$ cat src/rtl/axi_traffic_gen.sv
// AXI4 burst traffic generator: writes a seeded incrementing pattern, reads it back
// and checks it, one outstanding transaction at a time, with sticky error status.

module axi_traffic_gen_lane #(
  parameter int LANE      = 0,
  parameter int NUM_LANES = 4
) (
  input  logic [31:0] seed,
  input  logic [31:0] gbeat,
  input  logic [31:0] rdata,
  output logic [31:0] pat,
  output logic        mis
);
  assign pat = seed + gbeat * 32'(NUM_LANES) + 32'(LANE);
  assign mis = (rdata != pat);
endmodule

module axi_traffic_gen #(
  parameter int ADDR_WIDTH = 32,
  parameter int DATA_WIDTH = 128,
  parameter int ID_WIDTH   = 4,
  parameter int MAX_BEATS  = 16
) (
  input  logic                    clk,
  input  logic                    rst_n,
  input  logic                    start,
  input  logic [1:0]              mode,
  input  logic [ADDR_WIDTH-1:0]   base_addr,
  input  logic [15:0]             num_txn,
  input  logic [7:0]              beats,
  input  logic [31:0]             seed,
  output logic                    busy,
  output logic                    done,
  output logic                    error,
  output logic [15:0]             err_count,
  output logic [ADDR_WIDTH-1:0]   first_err_addr,
  output logic [ID_WIDTH-1:0]     awid,
  output logic [ADDR_WIDTH-1:0]   awaddr,
  output logic [7:0]              awlen,
  output logic [2:0]              awsize,
  output logic [1:0]              awburst,
  output logic                    awvalid,
  input  logic                    awready,
  output logic [DATA_WIDTH-1:0]   wdata,
  output logic [DATA_WIDTH/8-1:0] wstrb,
  output logic                    wlast,
  output logic                    wvalid,
  input  logic                    wready,
  input  logic [ID_WIDTH-1:0]     bid,
  input  logic [1:0]              bresp,
  input  logic                    bvalid,
  output logic                    bready,
  output logic [ID_WIDTH-1:0]     arid,
  output logic [ADDR_WIDTH-1:0]   araddr,
  output logic [7:0]              arlen,
  output logic [2:0]              arsize,
  output logic [1:0]              arburst,
  output logic                    arvalid,
  input  logic                    arready,
  input  logic [ID_WIDTH-1:0]     rid,
  input  logic [DATA_WIDTH-1:0]   rdata,
  input  logic [1:0]              rresp,
  input  logic                    rlast,
  input  logic                    rvalid,
  output logic                    rready
);
  localparam int NUM_LANES = DATA_WIDTH / 32;
  localparam int BYTES     = DATA_WIDTH / 8;
  localparam int SIZE      = $clog2(BYTES);

  typedef enum logic [2:0] {S_IDLE, S_WR, S_WR_RESP, S_RD, S_RD_DATA, S_DONE} state_t;

  typedef struct packed {
    logic                  rd_phase;
    logic [ADDR_WIDTH-1:0] base;
    logic [15:0]           num;
    logic [7:0]            len;
    logic [31:0]           seed;
  } cfg_t;

  state_t                state, state_nx;
  cfg_t                  cfg;
  logic [15:0]           txn;
  logic [7:0]            beat;
  logic [31:0]           gbeat;
  logic [ADDR_WIDTH-1:0] cur_addr;
  logic                  aw_done, w_done, done_q, error_q;
  logic [15:0]           err_cnt;
  logic [ADDR_WIDTH-1:0] first_addr;

  logic [NUM_LANES-1:0][31:0] pat;
  logic [NUM_LANES-1:0]       lane_mis;
  logic [7:0]                 start_len;
  logic [ADDR_WIDTH-1:0]      stride;
  logic [ID_WIDTH-1:0]        exp_id;
  logic                       start_acc, last_beat, more;
  logic                       aw_hs, w_hs, w_last_hs, b_hs, r_hs;
  logic [2:0]                 err_inc;
  logic [16:0]                err_sum;

  for (genvar i = 0; i < NUM_LANES; i++) begin : g_lane
    axi_traffic_gen_lane #(.LANE(i), .NUM_LANES(NUM_LANES)) u_lane (
      .seed  (cfg.seed),
      .gbeat (gbeat),
      .rdata (rdata[i*32 +: 32]),
      .pat   (pat[i]),
      .mis   (lane_mis[i])
    );
  end

  // Out-of-range burst lengths fall back to the largest supported burst.
  always_comb begin
    start_len = beats - 8'd1;
    if (beats == 8'd0 || 32'(beats) > MAX_BEATS) start_len = 8'(MAX_BEATS - 1);
  end

  assign stride    = ADDR_WIDTH'(9'(cfg.len) + 9'd1) << SIZE;
  assign exp_id    = txn[ID_WIDTH-1:0];
  assign start_acc = start && (state == S_IDLE || state == S_DONE);
  assign last_beat = (beat == cfg.len);
  assign more      = (17'(txn) + 17'd1) < 17'(cfg.num);

  assign awvalid = (state == S_WR) && !aw_done;
  assign wvalid  = (state == S_WR) && !w_done;
  assign bready  = (state == S_WR_RESP);
  assign arvalid = (state == S_RD);
  assign rready  = (state == S_RD_DATA);

  assign aw_hs     = awvalid && awready;
  assign w_hs      = wvalid && wready;
  assign w_last_hs = w_hs && last_beat;
  assign b_hs      = bready && bvalid;
  assign r_hs      = rready && rvalid;

  // Payloads are zeroed while their valid is low so idle/reset buses read as 0.
  assign awid    = awvalid ? exp_id : '0;
  assign awaddr  = awvalid ? cur_addr : '0;
  assign awlen   = awvalid ? cfg.len : '0;
  assign awsize  = awvalid ? 3'(SIZE) : '0;
  assign awburst = awvalid ? 2'b01 : '0;
  assign arid    = arvalid ? exp_id : '0;
  assign araddr  = arvalid ? cur_addr : '0;
  assign arlen   = arvalid ? cfg.len : '0;
  assign arsize  = arvalid ? 3'(SIZE) : '0;
  assign arburst = arvalid ? 2'b01 : '0;
  assign wdata   = wvalid ? pat : '0;
  assign wstrb   = wvalid ? '1 : '0;
  assign wlast   = wvalid && last_beat;

  assign busy           = (state != S_IDLE) && (state != S_DONE);
  assign done           = done_q || (state == S_DONE);
  assign error          = error_q;
  assign err_count      = err_cnt;
  assign first_err_addr = first_addr;

  always_comb begin
    err_inc = '0;
    if (b_hs) err_inc = 3'(bresp != 2'b00) + 3'(bid != exp_id);
    if (r_hs) err_inc = 3'(rresp != 2'b00) + 3'(rid != exp_id)
                      + 3'(rlast != last_beat) + 3'(|lane_mis);
  end
  assign err_sum = {1'b0, err_cnt} + 17'(err_inc);

  always_comb begin
    state_nx = state;
    case (state)
      S_IDLE, S_DONE: begin
        if (state == S_DONE) state_nx = S_IDLE;
        if (start) state_nx = (num_txn == 16'd0) ? S_DONE :
                              (mode == 2'd1)     ? S_RD   : S_WR;
      end
      S_WR:      if ((aw_done || aw_hs) && (w_done || w_last_hs)) state_nx = S_WR_RESP;
      S_WR_RESP: if (b_hs) state_nx = more ? S_WR : (cfg.rd_phase ? S_RD : S_DONE);
      S_RD:      if (arready) state_nx = S_RD_DATA;
      S_RD_DATA: if (r_hs && last_beat) state_nx = more ? S_RD : S_DONE;
      default:   state_nx = S_IDLE;
    endcase
  end

  always_ff @(posedge clk or negedge rst_n) begin
    if (!rst_n) state <= S_IDLE;
    else        state <= state_nx;
  end

  always_ff @(posedge clk or negedge rst_n) begin
    if (!rst_n) begin
      cfg <= '0; txn <= '0; beat <= '0; gbeat <= '0; cur_addr <= '0;
      aw_done <= 1'b0; w_done <= 1'b0; done_q <= 1'b0; error_q <= 1'b0;
      err_cnt <= '0; first_addr <= '0;
    end else if (start_acc) begin
      cfg.rd_phase <= mode[1];
      cfg.base     <= base_addr;
      cfg.num      <= num_txn;
      cfg.len      <= start_len;
      cfg.seed     <= seed;
      txn <= '0; beat <= '0; gbeat <= '0; cur_addr <= base_addr;
      aw_done <= 1'b0; w_done <= 1'b0; done_q <= 1'b0; error_q <= 1'b0;
      err_cnt <= '0; first_addr <= '0;
    end else begin
      if (state == S_DONE) done_q <= 1'b1;
      if (aw_hs) aw_done <= 1'b1;
      if (w_hs) begin
        beat  <= beat + 8'd1;
        gbeat <= gbeat + 32'd1;
        if (last_beat) w_done <= 1'b1;
      end
      if (b_hs) begin
        aw_done <= 1'b0;
        w_done  <= 1'b0;
        beat    <= '0;
        if (more) begin
          txn      <= txn + 16'd1;
          cur_addr <= cur_addr + stride;
        end else begin
          // Read-back phase restarts the address, ID and pattern sequence.
          txn      <= '0;
          cur_addr <= cfg.base;
          gbeat    <= '0;
        end
      end
      if (r_hs) begin
        beat  <= last_beat ? 8'd0 : beat + 8'd1;
        gbeat <= gbeat + 32'd1;
        if (last_beat && more) begin
          txn      <= txn + 16'd1;
          cur_addr <= cur_addr + stride;
        end
      end
      if (err_inc != 3'd0) begin
        err_cnt <= err_sum[16] ? 16'hFFFF : err_sum[15:0];
        error_q <= 1'b1;
        if (!error_q) first_addr <= cur_addr;
      end
    end
  end
endmodule

$ cat config.mk
export PLATFORM = sky130hd
export DESIGN_NAME = axi_traffic_gen
export DESIGN_NICKNAME = d
export VERILOG_FILES = /design/src/rtl/axi_traffic_gen.sv
export SDC_FILE = /design/constraint.sdc
export NUM_CORES = 1
export LEC_CHECK = 0
export CAP_MARGIN = 40
export CORE_ASPECT_RATIO = 0.7
export CORE_UTILIZATION = 55
export CTS_BUF_LIST = sky130_fd_sc_hd__clkbuf_8
export CTS_CLUSTER_DIAMETER = 120
export DETAILED_ROUTE_END_ITERATION = 16
export GPL_TIMING_DRIVEN = 0
export PLACE_DENSITY_LB_ADDON = 0.15
export SYNTH_ARGS = -nofsm -noshare
export SYNTH_HDL_FRONTEND = slang
export SYNTH_HIERARCHICAL = 1
export SYNTH_SLANG_ARGS = --single-unit
$ cat constraint.sdc
create_clock -name clk -period 11.9 [get_ports clk]
set_input_delay 1.785 -clock clk [delete_from_list [all_inputs] [get_ports clk]]
set_output_delay 1.785 -clock clk [all_outputs]
set_load 0.05 [all_outputs]
==> impl_metrics.ini <==
[run_status]
outcome = complete, no violations

[power]
p_sw_frac = 0.559
internal_power_uw = 3250
p_seq_frac = 0.202
pwr-share-comb = 0.688
clock_power_share = 0.110
cellLeakagePower_uw = 0.0135
powerDensity_nw_per_um2 = 239
switchingPower_uw = 4120
peakVddDrop_mv = 0.195

[global_routing]
grt-ovfl-total = 0
grt_pass1_wl_um = 150000
grt_usage = 0.439
antenna_found_initial = 3
grt_pass1_vias = 26002
grt_max_degree = 120

[worst_hold_path]
hold_start = cfg[75]
hold_class = flip-flop to flip-flop

[detailed_routing]
viasPerCell = 6.43
post_drt_wl_per_cell_um = 23.7
first_iter_violations = 3126
dr.pass1.iters = 8
num_vias = 26999
final_antenna_net_count = 0
drcViolationCount = 0
drt_wl_total_um = 99600

[cts]
cts_num_sinks = 230
cts_resized = 0
post-cts-setup-buffers = 0
clock_latency_ns = 0.59
cts_buffer_depth = 3
cts_tree = built
cts_root_buffer = clkbuf_8
clk_pin_slew_worst_paths_ns = 0.06
htree_num_levels = 2
cts_buffers = 41
cts_hold_buffers = 0

[worst_setup_path]
endpoint_kind = flip-flop
startpoint = gbeat[0]
path_class = flip-flop to flip-flop
cp_data_required_time_ns = 12.34
reg2reg_from = gbeat[0]
path_max_fanout = 11
start_kind = flip-flop
cp_data_arrival_time_ns = 8.75

[sta]
slew_headroom = 0.352
finalCriticalPeriod_ns = 8.31
setup_tns_ns = 0
worstMarginPinSlew_ns = 0.972
max_freq_ghz = 0.120
skew_ns = 0.0337
period_share = 0.698
rsz0062_at_grt = false
timing.final.ws_setup_ns = 3.59
finalHoldViolations = 0
maxSlewViolCount = 0
setup_violations = 0

[layout]
nets = 4011
synthToLayoutAreaGrowth_pct = 29.4
drive_gt1_frac = 0.0714
num-fill-cells = 3258

[die]
initial_core_util = 0.561
die_y_um = 176
die_w_um = 251
num_rows = 63
io_pins = 538
core_um2 = 42500
dieArea_um2 = 44100

[placed_design]
place_congestion = 1.03
dp_hpwl_um = 78000
port_buffers = 530
pre_cts_ws_ns = 3.41

[flow_run]
cap_violations = 0

[yosys]
synthCells = 3030
syn-mean-instance-area_um2 = 7.86
syn_area_um2 = 23800
ys_warn_count = 6
power by group through the flow:
| stage | Clock [uW] | Combinational (uW) | Sequential (uW) |
|---|---|---|---|
| 2_1_floorplan | 0 | 3250 | 1430 |
| 3_5_place_dp | 0 | 4950 | 1470 |
| 3_3_place_gp | 0 | 4820 | 1470 |
| 5_1_grt | 837 | 5350 | 1500 |
| 4_1_cts | 805 | 4980 | 1460 |
| 6_report | 809 | 5070 | 1490 |
state kept, by name, summed over array words and instances, names as in the netlist:
signal,count
cfg,89
gbeat,30
aw_done,1
err_count,16
w_done,1
beat,8
txn,16
first_err_addr,32
state,3
done_q,1
error,1
cur_addr,32
through the flow:
step	instance area, um^2	cells	utilization	hold WS, ns	total power, uW
5_1_grt	30800	4197	0.725	0.503	7690
4_1_cts	30800	4195	0.725	0.477	7250
3_3_place_gp	29800	4117	0.702	0.451	6290
3_5_place_dp	29900	4122	0.704	0.461	6420
2_1_floorplan	23800	3035	-	0.439	4680
6_report	30800	4200	0.725	0.482	7370
cell type report:
class	instances	area, um^2	share of cell area
flip-flops and latches	230	5760	0.187
clock buffers	52	716	0.0232
diodes	5	12.5	0.000406
well taps	552	691	0.0224
repair buffers	535	5410	0.175
inverters	68	255	0.00828
plain buffers	206	1050	0.0341
clock inverters	21	159	0.00516
multi-input cells	2531	16800	0.544
critical path, cell delays in order (launching register included):
cell and delay [ns]:
dfrtp_1 0.67, ha_1 0.39, fa_1 0.47, a211oi_4 0.33, o21bai_1 0.17, xnor2_1 0.20, xnor2_1 0.43, nand4_1 0.15
nor3_1 0.30, nand4_1 0.10, or4_1 0.44, nor4_1 0.51, nand4_1 0.39, or4_1 0.77, fa_1 0.50, ha_1 0.21
ha_1 0.28, a22o_1 0.24, inv_1 0.09, fa_1 0.23, nor2b_1 0.06, o21ai_0 0.23, nor2_1 0.09, nand2_1 0.17
clkbuf_1 0.44, nand3_1 0.14, o21ai_0 0.10, nor2_1 0.06
routing by layer:
metal | share of wire | global-route usage | vias up
met5 | 0 | 0 | -
met4 | 0.063 | 0.252 | 0
met3 | 0.11 | 0.0916 | 402
met2 | 0.44 | 0.699 | 1793
met1 | 0.38 | 0.556 | 12875
li1 | - | - | 11929
layout by cell type (no fill, tap or decap), types with 11 or more instances in the layout:
cell type / n
nor3_1: 55
xor2_1: 132
a21oi_2: 13
nand2b_1: 15
a21o_1: 34
or3_1: 19
nor4_1: 19
nand2_1: 458
o21ai_1: 23
o21bai_1: 11
inv_1: 79
nand4_1: 79
clkbuf_1: 100
nand3_1: 82
nor3b_1: 11
mux2i_1: 15
nand3b_1: 13
and2_1: 188
nor2_1: 183
o21a_1: 23
buf_2: 47
clkbuf_8: 52
o211ai_1: 23
ha_1: 154
and3_1: 84
clkdlybuf4s50_1: 529
a21oi_1: 187
o21ai_0: 156
xnor2_1: 181
a31oi_1: 36
dfrtp_1: 230
a21boi_0: 15
a211oi_1: 20
buf_4: 40
nor2b_1: 23
and4_1: 15
worst paths after layout:
| path | endpoint | cells past startpoint | slack [ns] |
|---|---|---|---|
| setup reg to reg | err_count[4] | 27 | 3.59 |
| max in group asynchronous | cur_addr[29] | 3 | 9.58 |
| setup / recovery | err_count[4] | 27 | 3.59 |
| hold reg to reg | cfg[75] | 2 | 0.48 |
| min in group asynchronous | gbeat[21] | 1 | 1.07 |
| hold / removal | cfg[75] | 2 | 0.48 |
Note: power is estimated with default switching activity, not from simulation.
